**src/rtl/analog_pkg.sv**
```systemverilog
// Types shared by the analog acquisition path: sequencer state encoding and
// the data width of the analog I/O port block.
package analog_pkg;

   localparam int ANALOG_BITS = 16;

   typedef enum logic [1:0] {
      IDLE    = 2'd0,
      WAIT    = 2'd1,
      SAMPLE  = 2'd2,
      CAPTURE = 2'd3
   } analog_state_t;

endpackage

```
**src/rtl/analog_sample_ctrl_if.sv**
```systemverilog
// Averaged-result stream from analog_sample_ctrl to the processing logic.
// Optional min_data/max_data exist only with ANALOG_SAMPLE_MINMAX_EN defined.
interface analog_sample_ctrl_if #(
   parameter int BITS = analog_pkg::ANALOG_BITS
);

   // valid/ready: avg_data transfers on a rising clk edge where avg_valid and
   // avg_ready are both high; avg_valid stays up until that edge, and avg_data
   // only changes meanwhile when a newer result overwrites it (overrun).
   logic [BITS-1:0] avg_data;
   logic            avg_valid;
   logic            avg_ready;
   logic            overrun;
`ifdef ANALOG_SAMPLE_MINMAX_EN
   logic [BITS-1:0] min_data;
   logic [BITS-1:0] max_data;
`endif

   modport master (
      input  avg_ready,
      output avg_data, avg_valid, overrun
`ifdef ANALOG_SAMPLE_MINMAX_EN
      , output min_data, max_data
`endif
   );

   modport slave (
      output avg_ready,
      input  avg_data, avg_valid, overrun
`ifdef ANALOG_SAMPLE_MINMAX_EN
      , input min_data, max_data
`endif
   );

endinterface

```
**src/rtl/analog_sample_ctrl_sample_accum.sv**
```systemverilog
// Window accumulator: sums 2^AVG_LOG2 samples and emits the truncated mean.
// With ANALOG_SAMPLE_MINMAX_EN it also tracks the window's min and max.
module sample_accum
   import analog_pkg::*;
#(
   parameter int BITS     = ANALOG_BITS,
   parameter int AVG_LOG2 = 2
) (
   input  logic            clk,
   input  logic            rst_n,
   input  logic            clear,
   input  logic            add,
   input  logic [BITS-1:0] sample,
   output logic            done,
   output logic [BITS-1:0] result
`ifdef ANALOG_SAMPLE_MINMAX_EN
   ,
   output logic [BITS-1:0] min_res,
   output logic [BITS-1:0] max_res
`endif
);

   localparam int ACC_W = BITS + AVG_LOG2;
   localparam int CNT_W = AVG_LOG2 + 1;
   localparam logic [CNT_W-1:0] LAST_IDX = CNT_W'((1 << AVG_LOG2) - 1);

   logic [ACC_W-1:0] acc;
   logic [CNT_W-1:0] count;
   logic [ACC_W-1:0] sum;

   // done/result are combinational on the closing add so the caller can
   // register the mean on the same edge the last sample is absorbed.
   assign sum    = acc + ACC_W'(sample);
   assign done   = add && !clear && (count == LAST_IDX);
   assign result = BITS'(sum >> AVG_LOG2);

   always_ff @(posedge clk or negedge rst_n) begin
      if (!rst_n) begin
         acc   <= '0;
         count <= '0;
      end else if (clear || done) begin
         acc   <= '0;
         count <= '0;
      end else if (add) begin
         acc   <= sum;
         count <= count + CNT_W'(1);
      end
   end

`ifdef ANALOG_SAMPLE_MINMAX_EN
   logic [BITS-1:0] run_min;
   logic [BITS-1:0] run_max;
   logic [BITS-1:0] min_next;
   logic [BITS-1:0] max_next;

   // The first sample of a window seeds both trackers, so no explicit clear.
   assign min_next = ((count == '0) || (sample < run_min)) ? sample : run_min;
   assign max_next = ((count == '0) || (sample > run_max)) ? sample : run_max;
   assign min_res  = min_next;
   assign max_res  = max_next;

   always_ff @(posedge clk or negedge rst_n) begin
      if (!rst_n) begin
         run_min <= '0;
         run_max <= '0;
      end else if (add && !clear) begin
         run_min <= min_next;
         run_max <= max_next;
      end
   end
`endif

endmodule

```
**src/rtl/analog_sample_ctrl.sv**
```systemverilog
// Periodic acquisition controller in front of the analog I/O port block.
// Define ANALOG_SAMPLE_MINMAX_EN to add min_data/max_data to the result stream.
module analog_sample_ctrl
   import analog_pkg::*;
#(
   parameter int BITS     = ANALOG_BITS,
   parameter int AVG_LOG2 = 2,
   parameter int PERIOD_W = 16
) (
   input  logic                clk,
   input  logic                rst_n,
   input  logic                enable,
   input  logic [PERIOD_W-1:0] period,
   output logic                io_en,
   output logic                io_dir,
   output logic [BITS-1:0]     io_data_in,
   input  logic [BITS-1:0]     io_data_out,
   analog_sample_ctrl_if.master res,
   output analog_state_t       state_dbg
);

   analog_state_t       state;
   logic [PERIOD_W-1:0] period_cnt;
   logic                acc_add;
   logic                acc_clear;
   logic                acc_done;
   logic [BITS-1:0]     acc_result;
`ifdef ANALOG_SAMPLE_MINMAX_EN
   logic [BITS-1:0]     acc_min;
   logic [BITS-1:0]     acc_max;
`endif

   assign io_dir     = 1'b0;
   assign io_data_in = '0;
   assign state_dbg  = state;
   assign acc_add    = enable && (state == CAPTURE);
   assign acc_clear  = !enable;

   // Sequencer. WAIT spans exactly `period` cycles: it exits on the cycle
   // the counter steps to zero, and a zero period skips WAIT entirely.
   always_ff @(posedge clk or negedge rst_n) begin
      if (!rst_n) begin
         state      <= IDLE;
         period_cnt <= '0;
         io_en      <= 1'b0;
      end else if (!enable) begin
         state      <= IDLE;
         period_cnt <= '0;
         io_en      <= 1'b0;
      end else begin
         io_en <= 1'b0;
         case (state)
            IDLE, CAPTURE: begin
               if (period == '0) begin
                  state <= SAMPLE;
                  io_en <= 1'b1;
               end else begin
                  state      <= WAIT;
                  period_cnt <= period;
               end
            end
            WAIT: begin
               period_cnt <= period_cnt - PERIOD_W'(1);
               if (period_cnt == PERIOD_W'(1)) begin
                  state <= SAMPLE;
                  io_en <= 1'b1;
               end
            end
            SAMPLE:  state <= CAPTURE;
            default: state <= IDLE;
         endcase
      end
   end

   sample_accum #(
      .BITS     (BITS),
      .AVG_LOG2 (AVG_LOG2)
   ) u_accum (
      .clk     (clk),
      .rst_n   (rst_n),
      .clear   (acc_clear),
      .add     (acc_add),
      .sample  (io_data_out),
      .done    (acc_done),
      .result  (acc_result)
`ifdef ANALOG_SAMPLE_MINMAX_EN
      ,
      .min_res (acc_min),
      .max_res (acc_max)
`endif
   );

   // A new result always wins over a same-cycle transfer; it only counts as
   // an overrun when the pending result was not being taken.
   always_ff @(posedge clk or negedge rst_n) begin
      if (!rst_n) begin
         res.avg_data  <= '0;
         res.avg_valid <= 1'b0;
         res.overrun   <= 1'b0;
`ifdef ANALOG_SAMPLE_MINMAX_EN
         res.min_data  <= '0;
         res.max_data  <= '0;
`endif
      end else begin
         if (acc_done) begin
            res.avg_data  <= acc_result;
            res.avg_valid <= 1'b1;
`ifdef ANALOG_SAMPLE_MINMAX_EN
            res.min_data  <= acc_min;
            res.max_data  <= acc_max;
`endif
         end else if (res.avg_valid && res.avg_ready) begin
            res.avg_valid <= 1'b0;
         end

         if (!enable) begin
            res.overrun <= 1'b0;
         end else if (acc_done && res.avg_valid && !res.avg_ready) begin
            res.overrun <= 1'b1;
         end
      end
   end

endmodule

```
**src/flat_wrapper.sv**
```systemverilog
// flat-port wrapper written by rule: the top's interface ports become plain ports
module analog_sample_ctrl_flat import analog_pkg::*;
#(
   parameter int BITS     = ANALOG_BITS,
   parameter int AVG_LOG2 = 2,
   parameter int PERIOD_W = 16
)
  (clk, rst_n, enable, period, io_en, io_dir, io_data_in, io_data_out, state_dbg, res_avg_ready, res_avg_data, res_avg_valid, res_overrun);
  analog_sample_ctrl_if #(.BITS(BITS)) res_i ();
  input  logic clk;
  input  logic rst_n;
  input  logic enable;
  input  logic [PERIOD_W-1:0] period;
  output logic io_en;
  output logic io_dir;
  output logic [BITS-1:0] io_data_in;
  input  logic [BITS-1:0] io_data_out;
  output analog_state_t state_dbg;
  input wire logic [$bits(res_i.avg_ready)-1:0] res_avg_ready;
  output wire logic [$bits(res_i.avg_data)-1:0] res_avg_data;
  output wire logic [$bits(res_i.avg_valid)-1:0] res_avg_valid;
  output wire logic [$bits(res_i.overrun)-1:0] res_overrun;
  assign res_i.avg_ready = res_avg_ready;
  assign res_avg_data = res_i.avg_data;
  assign res_avg_valid = res_i.avg_valid;
  assign res_overrun = res_i.overrun;
  analog_sample_ctrl #(.BITS(BITS), .AVG_LOG2(AVG_LOG2), .PERIOD_W(PERIOD_W)) u_core (.clk(clk), .rst_n(rst_n), .enable(enable), .period(period), .io_en(io_en), .io_dir(io_dir), .io_data_in(io_data_in), .io_data_out(io_data_out), .res(res_i), .state_dbg(state_dbg));
endmodule
```
**config.mk**
```make
export PLATFORM = sky130hd
export DESIGN_NAME = analog_sample_ctrl_flat
export DESIGN_NICKNAME = d
export VERILOG_FILES = /design/src/rtl/analog_pkg.sv /design/src/rtl/analog_sample_ctrl_if.sv /design/src/rtl/analog_sample_ctrl_sample_accum.sv /design/src/rtl/analog_sample_ctrl.sv /design/src/flat_wrapper.sv
export SDC_FILE = /design/constraint.sdc
export NUM_CORES = 1
export LEC_CHECK = 0
export BUFFER_PORTS_ARGS = -buffer_cell sky130_fd_sc_hd__buf_4
export CAP_MARGIN = 10
export CORE_ASPECT_RATIO = 0.75
export CORE_UTILIZATION = 41
export DETAILED_ROUTE_END_ITERATION = 8
export PLACE_DENSITY = 0.66
export SLEW_MARGIN = 10
export SYNTH_ARGS = -nofsm -noshare
export SYNTH_HDL_FRONTEND = slang
export SYNTH_SLANG_ARGS = --single-unit
export TNS_END_PERCENT = 10
```
**constraint.sdc**
```tcl
create_clock -name clk -period 3.6 [get_ports clk]
set_input_delay 0.54 -clock clk [delete_from_list [all_inputs] [get_ports clk]]
set_output_delay 0.54 -clock clk [all_outputs]
set_load 0.03 [all_outputs]
```
==> impl_metrics.py, run 1 <==
metrics = {
    "clock_network": {
        "holdBufCountCts": 0,
        "h-tree-depth": 3,
        "cts_buffers": 9,
        "clk_path_buf_depth": 2,
        "cts-root-buf": "clkbuf_16",
        "clock_sink_count": 58,
        "clk_pin_slew_ns": 0.06,
        "cts_tree": "built",
        "post-cts-setup-buffers": 0,
        "insertion_delay_ns": 0.33,
        "cts_resized": 0,
    },
    "global_route": {
        "grt_use_met3": 0.0484,
        "grt.total_usage": 0.207,
        "met1_usage": 0.314,
        "grt_pass1_wl_mm": 15.3,
        "busiest_layer": "met1",
        "grt_start_max_net_pins": 59,
        "antenna_found_initial": 0,
        "grt-ovfl-total": 0,
        "met2_usage": 0.295,
        "grt_pass1_vias": 3012,
    },
    "timing": {
        "rsz0062_at_grt": "false",
        "hold_viol_final": 0,
        "fmax_mhz": 361,
        "setup_violations": 0,
        "maxSlewViolCount": 0,
        "fin_setup_tns_ns": 0,
        "slew-limit-headroom": 0.372,
        "period_minus_slack_ns": 2.77,
        "worst_pin_slew_ns": 0.937,
        "post-route-period-util": 0.770,
        "skew_ns": 0.00416,
    },
    "power_and_ir_drop": {
        "p_leak_nw": 2.17,
        "p_per_area_nw_per_um2": 631,
        "irDropWorstVdd_uv": 265,
        "fin_total_pwr_mw": 2.79,
    },
    "synth": {
        "avgSynthCellArea_sq_um": 9.24,
        "async_reset_ff_frac": 1.00,
        "synth_edf_count": 0,
        "synth_commonest_cells": "dfrtp_1 (58), nand2_1 (51), o21ai_0 (33), ha_1 (24)",
        "synth_most_common_cell": "dfrtp_1",
        "netlist_area_sq_um": 3690,
        "synth_top_area_frac": 0.394,
        "ys_ff_latch": 58,
        "yosys_warnings": 0,
        "ys_top_cells_by_area": "dfrtp_1 (39%), ha_1 (8.1%), nand2_1 (5.2%)",
        "synth_ff_type": "dfrtp_1",
        "syn_inst": 399,
        "yosysTopAreaCell": "dfrtp_1",
        "ys_seq_area_frac": 0.394,
        "ys_types": 59,
    },
    "worst_setup_path": {
        "critPathRequiredTime_ns": 3.79,
        "critPathLaunchType": "flop",
        "reg2reg_from": "u_core.state_dbg[1]$_DFFE_PN0P_",
        "crit_start": "u_core.state_dbg[1]$_DFFE_PN0P_",
        "r2r_slack_ns": 0.83,
        "reg2reg_to": "u_core.period_cnt[13]$_DFFE_PN0P_",
        "rr_worst_depth": 6,
        "critPathArrivalTime_ns": 2.96,
        "worstPathMaxFanout": 22,
        "endpoint": "u_core.period_cnt[13]$_DFFE_PN0P_",
        "cp-end-kind": "flop",
        "crit_type": "reg -> reg",
    },
    "flow_run": {
        "cap_viol_max_count": 0,
    },
    "floorplan": {
        "design.core.area_sq_um": 8600,
        "die_x_um": 112,
        "initial_core_util": 0.429,
        "die-area_sq_um": 9380,
        "ios": 74,
        "num_rows": 29,
        "die_h_um": 84.1,
    },
    "layout": {
        "antennaDiodeCount": 0,
        "fillCellCount": 811,
        "area_delta_synth_final_pct": 20.0,
        "design_area_sq_um": 4430,
        "drive_gt1_frac": 0.194,
        "fin_nets": 514,
    },
    "drt": {
        "drt_wl_total_mm": 8.95,
        "wl_per_cell_um": 15.8,
        "dr.pass1.iters": 6,
        "drc": 8,
        "ant_nets": 0,
        "viasPerCell": 5.52,
        "vias": 3125,
        "drt-initial-drc-count": 181,
    },
    "outcome": {
        "status": "finished with violations",
        "violations": "DRC",
    },
    "hold_path": {
        "hp-class": "in -> async",
    },
    "place": {
        "numPortBuffers": 56,
        "dpl_cell_area_sq_um": 4140,
        "dp_hpwl_mm": 6.29,
        "place.gp.congestion": 0.821,
    },
}
-- area by class of cell --
| type | count | area, sq um | share of cell area |
|---|---|---|---|
| multi-input cells | 313 | 2060 | 0.466 |
| flip-flops and latches | 58 | 1450 | 0.328 |
| repair buffers | 59 | 443 | 0.100 |
| clock buffers | 10 | 229 | 0.0517 |
| well taps | 108 | 135 | 0.0305 |
| clock inverters | 6 | 57.6 | 0.0130 |
| inverters | 12 | 45.0 | 0.0102 |
-- critical path: stages (launching register included) --
cell and delay (ns):
dfrtp_1 0.42, inv_1 0.09, ha_1 0.66, clkinv_1 0.45, o21ai_1 0.58, o21ai_0 0.23, o2bb2ai_1 0.19
-- placed cells by master (no fill, tap or decap), drive strengths merged, types with 10 or more instances in the layout --
| cell type | count |
|---|---|
| buf | 59 |
| dfrtp | 58 |
| nand2 | 51 |
| o21ai | 38 |
| ha | 24 |
| a21oi | 23 |
| nor2 | 22 |
| conb | 17 |
| a22o | 14 |
| inv | 11 |
| nor3 | 10 |
| clkbuf | 10 |
-- worst min-delay path by stage --
stage	to	depth (start not counted)	slack (ns)
final	u_core.res.avg_data[4]$_DFFE_PN0P_	1	0.29
after global routing	u_core.res.avg_data[6]$_DFFE_PN0P_	1	0.34
after CTS	u_core.res.avg_data[6]$_DFFE_PN0P_	1	0.32
after detailed placement	u_core.res.avg_data[4]$_DFFE_PN0P_	2	0.47
after global placement	u_core.res.avg_data[4]$_DFFE_PN0P_	2	0.46
after floorplan	u_core.io_en$_DFF_PN0_	0	0.24
-- registers in the layout (all words and copies together) (netlist names) --
| name | count |
|---|---|
| u_core.period_cnt | 16 |
| u_core.state_dbg | 2 |
| u_core.u_accum.count | 3 |
| u_core.io_en | 1 |
| u_core.u_accum.acc | 18 |
| u_core.res.avg_valid | 1 |
| u_core.res.overrun | 1 |
| u_core.res.avg_data | 16 |
-- metrics by stage --
| stage | cells | utilization | setup WS [ns] | hold WS [ns] |
|---|---|---|---|---|
| 6_report | 566 | 0.515 | 0.830 | 0.287 |
| 5_1_grt | 566 | 0.515 | 0.547 | 0.345 |
| 4_1_cts | 566 | 0.515 | 0.885 | 0.320 |
| 3_5_place_dp | 550 | 0.481 | 0.860 | 0.466 |
| 3_3_place_gp | 550 | 0.481 | 0.899 | 0.460 |
| 2_1_floorplan | 415 | - | 1.19 | 0.244 |
-- logic make-up after synthesis --
group           count (synthesis)  synth area share
xor+xnor                       14            0.0333
flops                          58             0.394
compound gates                127             0.241
fa+ha+maj                      25            0.0869
buf+inv                        44            0.0628
mux                             6            0.0176
simple gates                  124             0.164
other cells                     1           0.00102
-- routing by layer --
layer  part of all wire  vias up
li1                   -     1545
met1               0.52     1498
met2               0.43       76
met3              0.042        6
met4             0.0077        0
met5                  0        -
-- power breakdown --
| group | total (mW) | switching [mW] | internal, mW |
|---|---|---|---|
| Clock | 0.838 | 0.308 | 0.530 |
| Combinational | 1.07 | 0.691 | 0.382 |
| Sequential | 0.881 | 0.114 | 0.768 |
Note: power is estimated with default switching activity, not from simulation.
==> run 2: changes to the inputs <==
--- a/config.mk
+++ b/config.mk
@@ -5,6 +5,7 @@
 export SDC_FILE = /design/constraint.sdc
 export NUM_CORES = 1
 export LEC_CHECK = 0
+export ABC_AREA = 1
 export BUFFER_PORTS_ARGS = -buffer_cell sky130_fd_sc_hd__buf_4
 export CAP_MARGIN = 10
 export CORE_ASPECT_RATIO = 0.75
==> constraint.sdc (replaced) <==
create_clock -name clk -period 2.55 [get_ports clk]
set_input_delay 0.3825 -clock clk [delete_from_list [all_inputs] [get_ports clk]]
set_output_delay 0.3825 -clock clk [all_outputs]
set_load 0.03 [all_outputs]
==> impl_metrics.py, run 2 <==
metrics = {
    "clock_network": {
        "cts-root-buf": "clkbuf_16",
        "insertion_delay_ns": 0.33,
        "cts_tree": "built",
        "clk_pin_slew_ns": 0.06,
        "holdBufCountCts": 0,
        "clk_path_buf_depth": 2,
        "clock_sink_count": 58,
        "h-tree-depth": 3,
        "post-cts-setup-buffers": 0,
        "cts_resized": 0,
        "cts_buffers": 9,
    },
    "drt": {
        "vias": 3753,
        "wl_per_cell_um": 12.9,
        "ant_nets": 0,
        "viasPerCell": 4.96,
        "drt_wl_total_mm": 9.74,
        "dr.pass1.iters": 5,
        "drt-initial-drc-count": 235,
        "drc": 0,
    },
    "synth": {
        "yosysTopAreaCell": "dfrtp_1",
        "yosys_warnings": 0,
        "synth_top_area_frac": 0.357,
        "ys_top_cells_by_area": "dfrtp_1 (36%), nand2_1 (17%), ha_1 (7.4%)",
        "synth_edf_count": 0,
        "ys_types": 39,
        "avgSynthCellArea_sq_um": 7.24,
        "ys_ff_latch": 58,
        "async_reset_ff_frac": 1.00,
        "netlist_area_sq_um": 4060,
        "syn_inst": 561,
        "synth_ff_type": "dfrtp_1",
        "synth_most_common_cell": "nand2_1",
        "synth_commonest_cells": "nand2_1 (186), dfrtp_1 (58), nor2_1 (45), inv_1 (43), nand3_1 (43)",
        "ys_seq_area_frac": 0.357,
    },
    "timing": {
        "rsz0062_at_grt": "false",
        "hold_viol_final": 0,
        "worst_pin_slew_ns": 0.742,
        "slew-limit-headroom": 0.505,
        "skew_ns": 0.00927,
        "setup_violations": 0,
        "post-route-period-util": 0.779,
        "fin_setup_tns_ns": 0,
        "maxSlewViolCount": 0,
        "fmax_mhz": 504,
        "period_minus_slack_ns": 1.99,
    },
    "layout": {
        "final_cell_mix": "nand2_1 (186), buf_4 (60), dfrtp_1 (58), nor2_1 (45)",
        "fillCellCount": 967,
        "biggestRegsByFlops": "u_core.u_accum.acc: 18 flops, u_core.period_cnt: 16 flops, u_core.res.avg_data: 16 flops",
        "fin_nets": 681,
        "drive_gt1_frac": 0.171,
        "multiInputGateArea_sq_um": 2290,
        "final-seq-area_sq_um": 1450,
        "layout_commonest_cell": "nand2_1",
        "area_delta_synth_final_pct": 19.4,
        "antennaDiodeCount": 0,
        "registers.top_by_ff_count": "u_core.u_accum.acc",
        "largest_reg_flops": 18,
    },
    "floorplan": {
        "ios": 74,
        "die-area_sq_um": 10300,
        "num_rows": 31,
        "die_x_um": 117,
        "die_h_um": 88.2,
        "design.core.area_sq_um": 9620,
        "initial_core_util": 0.422,
    },
    "place": {
        "numPortBuffers": 56,
        "place.gp.congestion": 0.908,
        "dp_hpwl_mm": 7.28,
    },
    "global_route": {
        "antenna_found_initial": 0,
        "busiest_layer": "met1",
        "met1_usage": 0.315,
        "grt-ovfl-total": 0,
        "grt_start_max_net_pins": 59,
        "met2_usage": 0.292,
        "grt_pass1_vias": 3326,
        "grt_pass1_wl_mm": 16.4,
        "grt_use_met3": 0.0491,
        "grt.total_usage": 0.208,
    },
    "power_and_ir_drop": {
        "irDropWorstVdd_uv": 334,
        "p_leak_nw": 2.61,
        "p_per_area_nw_per_um2": 875,
        "fin_total_pwr_mw": 4.24,
    },
    "outcome": {
        "status": "complete, no violations",
    },
    "flow_run": {
        "cap_viol_max_count": 0,
    },
    "worst_setup_path": {
        "critPathLaunchType": "flop",
        "critPathArrivalTime_ns": 2.21,
        "crit_type": "reg -> reg",
        "cp-end-kind": "flop",
        "critPathRequiredTime_ns": 2.77,
        "worstPathMaxFanout": 4,
    },
    "hold_path": {
        "hp-class": "in -> async",
    },
}
==> run 2: cell count changes in the layout (fill, tap and decap cells not counted), moves of 6 or more <==
cell and delta:
and3_1 -7, inv_2 +6, o2bb2ai_1 -7, inv_1 +32
nand2_1 +135, a22o_1 -11, nor2_1 +23, a32oi_1 -7
nand3_1 +38, nand3b_1 +11
==> run 2: path summary, 6_finish.rpt <==
kind,startpoint,end,slack (ns),cells past startpoint
min,rst_n,u_core.u_accum.acc[12]$_DFFE_PN0P_,0.12,1
max reg2reg,u_core.u_accum.acc[0]$_DFFE_PN0P_,u_core.u_accum.acc[8]$_DFFE_PN0P_,0.56,9
min reg2reg,u_core.res.avg_data[13]$_DFFE_PN0P_,u_core.res.avg_data[13]$_DFFE_PN0P_,0.48,2
min in group clk,res_avg_ready,u_core.res.avg_valid$_DFFE_PN0P_,0.31,4
max in group asynchronous,rst_n,u_core.period_cnt[5]$_DFFE_PN0P_,1.94,1
max,u_core.u_accum.acc[0]$_DFFE_PN0P_,u_core.u_accum.acc[8]$_DFFE_PN0P_,0.56,9
==> run 2: per-layer routing <==
metal / part of all wire / up-vias
met1: 0.52 / 1717
met3: 0.065 / 9
met4: 0.010 / 0
met2: 0.41 / 119
li1: - / 1908
met5: 0 / -
==> run 2: cell families after synthesis <==
family | synth area share
flops | 0.357
simple gates | 0.353
other cells | 0.000924
fa+ha+maj | 0.0789
compound gates | 0.0977
buf+inv | 0.0928
xor+xnor | 0.0194
==> run 2: power breakdown <==
part / total (mW) / leakage (nW) / switching [mW] / internal [mW]
registers: 1.26 / 0.790 / 0.169 / 1.09
logic: 1.75 / 1.67 / 1.13 / 0.618
clock network: 1.24 / 0.145 / 0.429 / 0.807
==> run 2: critical path, stage by stage (launching register included) <==
cell and delay (ns):
dfrtp_1 0.37, ha_1 0.24, fa_1 0.46, nand3_1 0.12, nand2_1 0.11, nand2_1 0.09, nand2_1 0.11, or2_1 0.25
nand3_1 0.08, nand2_1 0.05
==> run 2: cell type report <==
cell class | instances | area share
Tap cell | 132 | 0.0341
Timing Repair Buffer | 60 | 0.0929
Clock inverter | 4 | 0.0103
Sequential cell | 58 | 0.299
Multi-Input combinational cell | 442 | 0.473
Clock buffer | 12 | 0.0529
Inverter | 49 | 0.0379
==> run 2: through the flow <==
step	hold slack (ns)	area (sq um)	util	std cells	worst slack, ns
4_1_cts	0.153	4850	0.504	757	0.579
3_3_place_gp	0.467	4540	0.472	741	0.514
2_1_floorplan	0.0869	4120	-	577	0.766
3_5_place_dp	0.469	4540	0.472	741	0.433
6_report	0.122	4850	0.504	757	0.564
5_1_grt	0.198	4850	0.504	757	0.418
==> run 3: changes to the inputs <==
==> constraint.sdc (replaced) <==
create_clock -name clk -period 1.9 [get_ports clk]
set_input_delay 0.285 -clock clk [delete_from_list [all_inputs] [get_ports clk]]
set_output_delay 0.285 -clock clk [all_outputs]
set_load 0.03 [all_outputs]
==> impl_metrics.py, run 3 (synthesized netlist as in run 2, its figures left out) <==
metrics = {
    "layout": {
        "final_cell_mix": "nand2_1 (184), buf_4 (68), dfrtp_1 (57), nor2_1 (45)",
        "largest_reg_flops": 18,
        "fin_nets": 689,
        "registers.top_by_ff_count": "u_core.u_accum.acc",
        "area_delta_synth_final_pct": 21.6,
        "design_area_sq_um": 4940,
        "drive_gt1_frac": 0.196,
        "layout_commonest_cell": "nand2_1",
        "biggestRegsByFlops": "u_core.u_accum.acc: 18 flops, u_core.period_cnt: 16 flops, u_core.res.avg_data: 16 flops",
        "final_cells": 765,
        "fillCellCount": 942,
        "antennaDiodeCount": 0,
    },
    "place": {
        "dpl_cell_area_sq_um": 4600,
        "dp_hpwl_mm": 7.37,
        "post-place-cells": 748,
        "dp_slack_ns": 0.0188,
        "place.gp.congestion": 0.900,
        "numPortBuffers": 56,
    },
    "power_and_ir_drop": {
        "irDropWorstVdd_uv": 499,
        "fin_total_pwr_mw": 5.79,
        "p_leak_nw": 2.65,
        "p_per_area_nw_per_um2": 1170,
    },
    "worst_setup_path": {
        "rr_worst_depth": 9,
        "reg2reg_to": "u_core.u_accum.acc[14]$_DFFE_PN0P_",
        "crit_chain": "ha_1, nand2_1, inv_1, a21oi_1, nor2_1, nor2_1, nand3b_1, nand3_1, nand2_1",
        "slowest_stage": "dfrtp_1",
        "critPathRequiredTime_ns": 2.12,
        "cp-end-kind": "flop",
        "critPathArrivalTime_ns": 1.96,
        "worstPathMaxFanout": 5,
        "reg2reg_from": "u_core.u_accum.acc[9]$_DFFE_PN0P_",
        "r2r_slack_ns": 0.16,
        "crit_type": "reg -> reg",
        "slowest_delay_ns": 0.40,
        "critPathLaunchType": "flop",
    },
    "clock_network": {
        "cts_buffers": 9,
        "insertion_delay_ns": 0.33,
        "h-tree-depth": 3,
        "holdBufCountCts": 0,
        "clk_pin_slew_ns": 0.05,
        "cts-root-buf": "clkbuf_16",
        "cts_tree": "built",
        "clock_sink_count": 58,
        "clk_path_buf_depth": 2,
    },
    "drt": {
        "drt-initial-drc-count": 241,
        "met2_length_mm": 4.11,
        "drt_wl_total_mm": 9.97,
        "top_layer": "met4",
        "viasPerCell": 4.97,
        "routedLengthMet1_mm": 5.25,
        "dr.pass1.iters": 5,
        "dr_wl_met3_um": 525,
        "ant_nets": 0,
        "drc": 0,
        "vias": 3804,
        "wl_per_cell_um": 13.0,
    },
    "global_route": {
        "antenna_found_initial": 0,
        "grt-ovfl-total": 0,
        "grt_pass1_vias": 3507,
        "grt_start_max_net_pins": 59,
        "grt_pass1_wl_mm": 16.6,
        "grt.total_usage": 0.213,
    },
    "floorplan": {
        "die_x_um": 117,
        "ios": 74,
        "die-area_sq_um": 10300,
        "num_rows": 31,
        "die_h_um": 88.2,
        "initial_core_util": 0.422,
        "design.core.area_sq_um": 9620,
    },
    "timing": {
        "period_minus_slack_ns": 1.74,
        "hold_viol_final": 0,
        "slew-limit-headroom": 0.490,
        "rsz0062_at_grt": "false",
        "skew_ns": 0.00423,
        "worst_pin_slew_ns": 0.765,
        "post-route-period-util": 0.917,
        "maxSlewViolCount": 0,
        "finalWorstSetupSlack_ns": 0.157,
        "fin_setup_tns_ns": 0,
        "setup_violations": 0,
        "fmax_mhz": 574,
    },
    "outcome": {
        "status": "complete, no violations",
    },
    "hold_path": {
        "hp-class": "in -> async",
    },
    "flow_run": {
        "cap_viol_max_count": 0,
    },
}
## run 3: cell types whose count changed in the layout (fill, tap and decap cells not counted), moves of 2 or more
cell,change
nand2_2,+2
clkinv_2,+2
ha_1,-3
nand2_1,-2
buf_4,+8
ha_2,+2
## run 3: stage by stage
| stage | hold slack (ns) | util |
|---|---|---|
| 4_1_cts | 0.0629 | 0.509 |
| 3_3_place_gp | 0.405 | 0.478 |
| 3_5_place_dp | 0.414 | 0.478 |
| 2_1_floorplan | -0.0106 | - |
| 6_report | 0.0361 | 0.513 |
| 5_1_grt | 0.110 | 0.513 |
## run 3: area by class of cell
cell class | count | area [sq um] | share of cell area
timing repair buffer | 68 | 510 | 0.103
clock inverter | 5 | 52.6 | 0.0106
tap | 132 | 165 | 0.0334
multi-input combinational | 442 | 2320 | 0.470
inverter | 49 | 184 | 0.0372
clock buffer | 11 | 253 | 0.0512
sequential | 58 | 1450 | 0.294
## run 3: worst max path at each step
stage | start | slack [ns] | endpoint | depth (start not counted)
detailed placement | io_data_out[0] | 0.02 | u_core.u_accum.acc[8]$_DFFE_PN0P_ | 10
finish | u_core.u_accum.acc[9]$_DFFE_PN0P_ | 0.16 | u_core.u_accum.acc[14]$_DFFE_PN0P_ | 9
global route | u_core.u_accum.acc[9]$_DFFE_PN0P_ | 0.004 | u_core.res.avg_data[13]$_DFFE_PN0P_ | 9
floorplan | u_core.u_accum.acc[0]$_DFFE_PN0P_ | 0.14 | u_core.res.avg_data[6]$_DFFE_PN0P_ | 9
CTS | u_core.u_accum.acc[0]$_DFFE_PN0P_ | 0.05 | u_core.u_accum.acc[8]$_DFFE_PN0P_ | 9
global placement | io_data_out[0] | 0.05 | u_core.u_accum.acc[8]$_DFFE_PN0P_ | 10
## run 3: per-layer routing
metal  vias up  track usage
met5         -            0
met4         0       0.0644
met3        10       0.0450
met2       107        0.314
met1      1768        0.311
li1       1919            -
## run 3: report_power, final
part	switching (mW)	leakage (nW)	total (mW)	internal [mW]
Sequential	0.223	0.789	1.68	1.46
Combinational	1.56	1.71	2.46	0.895
Clock	0.574	0.151	1.65	1.08
Total	2.36	2.65	5.79	3.43
## run 3: timing repair
action | CTS | global route
resized for setup | 0 | 8
endpoints found under the setup margin | 0 | 19
endpoints found under the hold margin | 0 | 0
setup buffers | 0 | 1
## run 3: worst max-delay path: cells and delay by family (launching register included)
kind                       cells  cell delay [ns]
buffers and inverters          1             0.06
DFF                            1             0.40
AOI/OAI and AO/OA              1             0.22
adders and majority gates      1             0.35
and+or+nand+nor                6             0.60
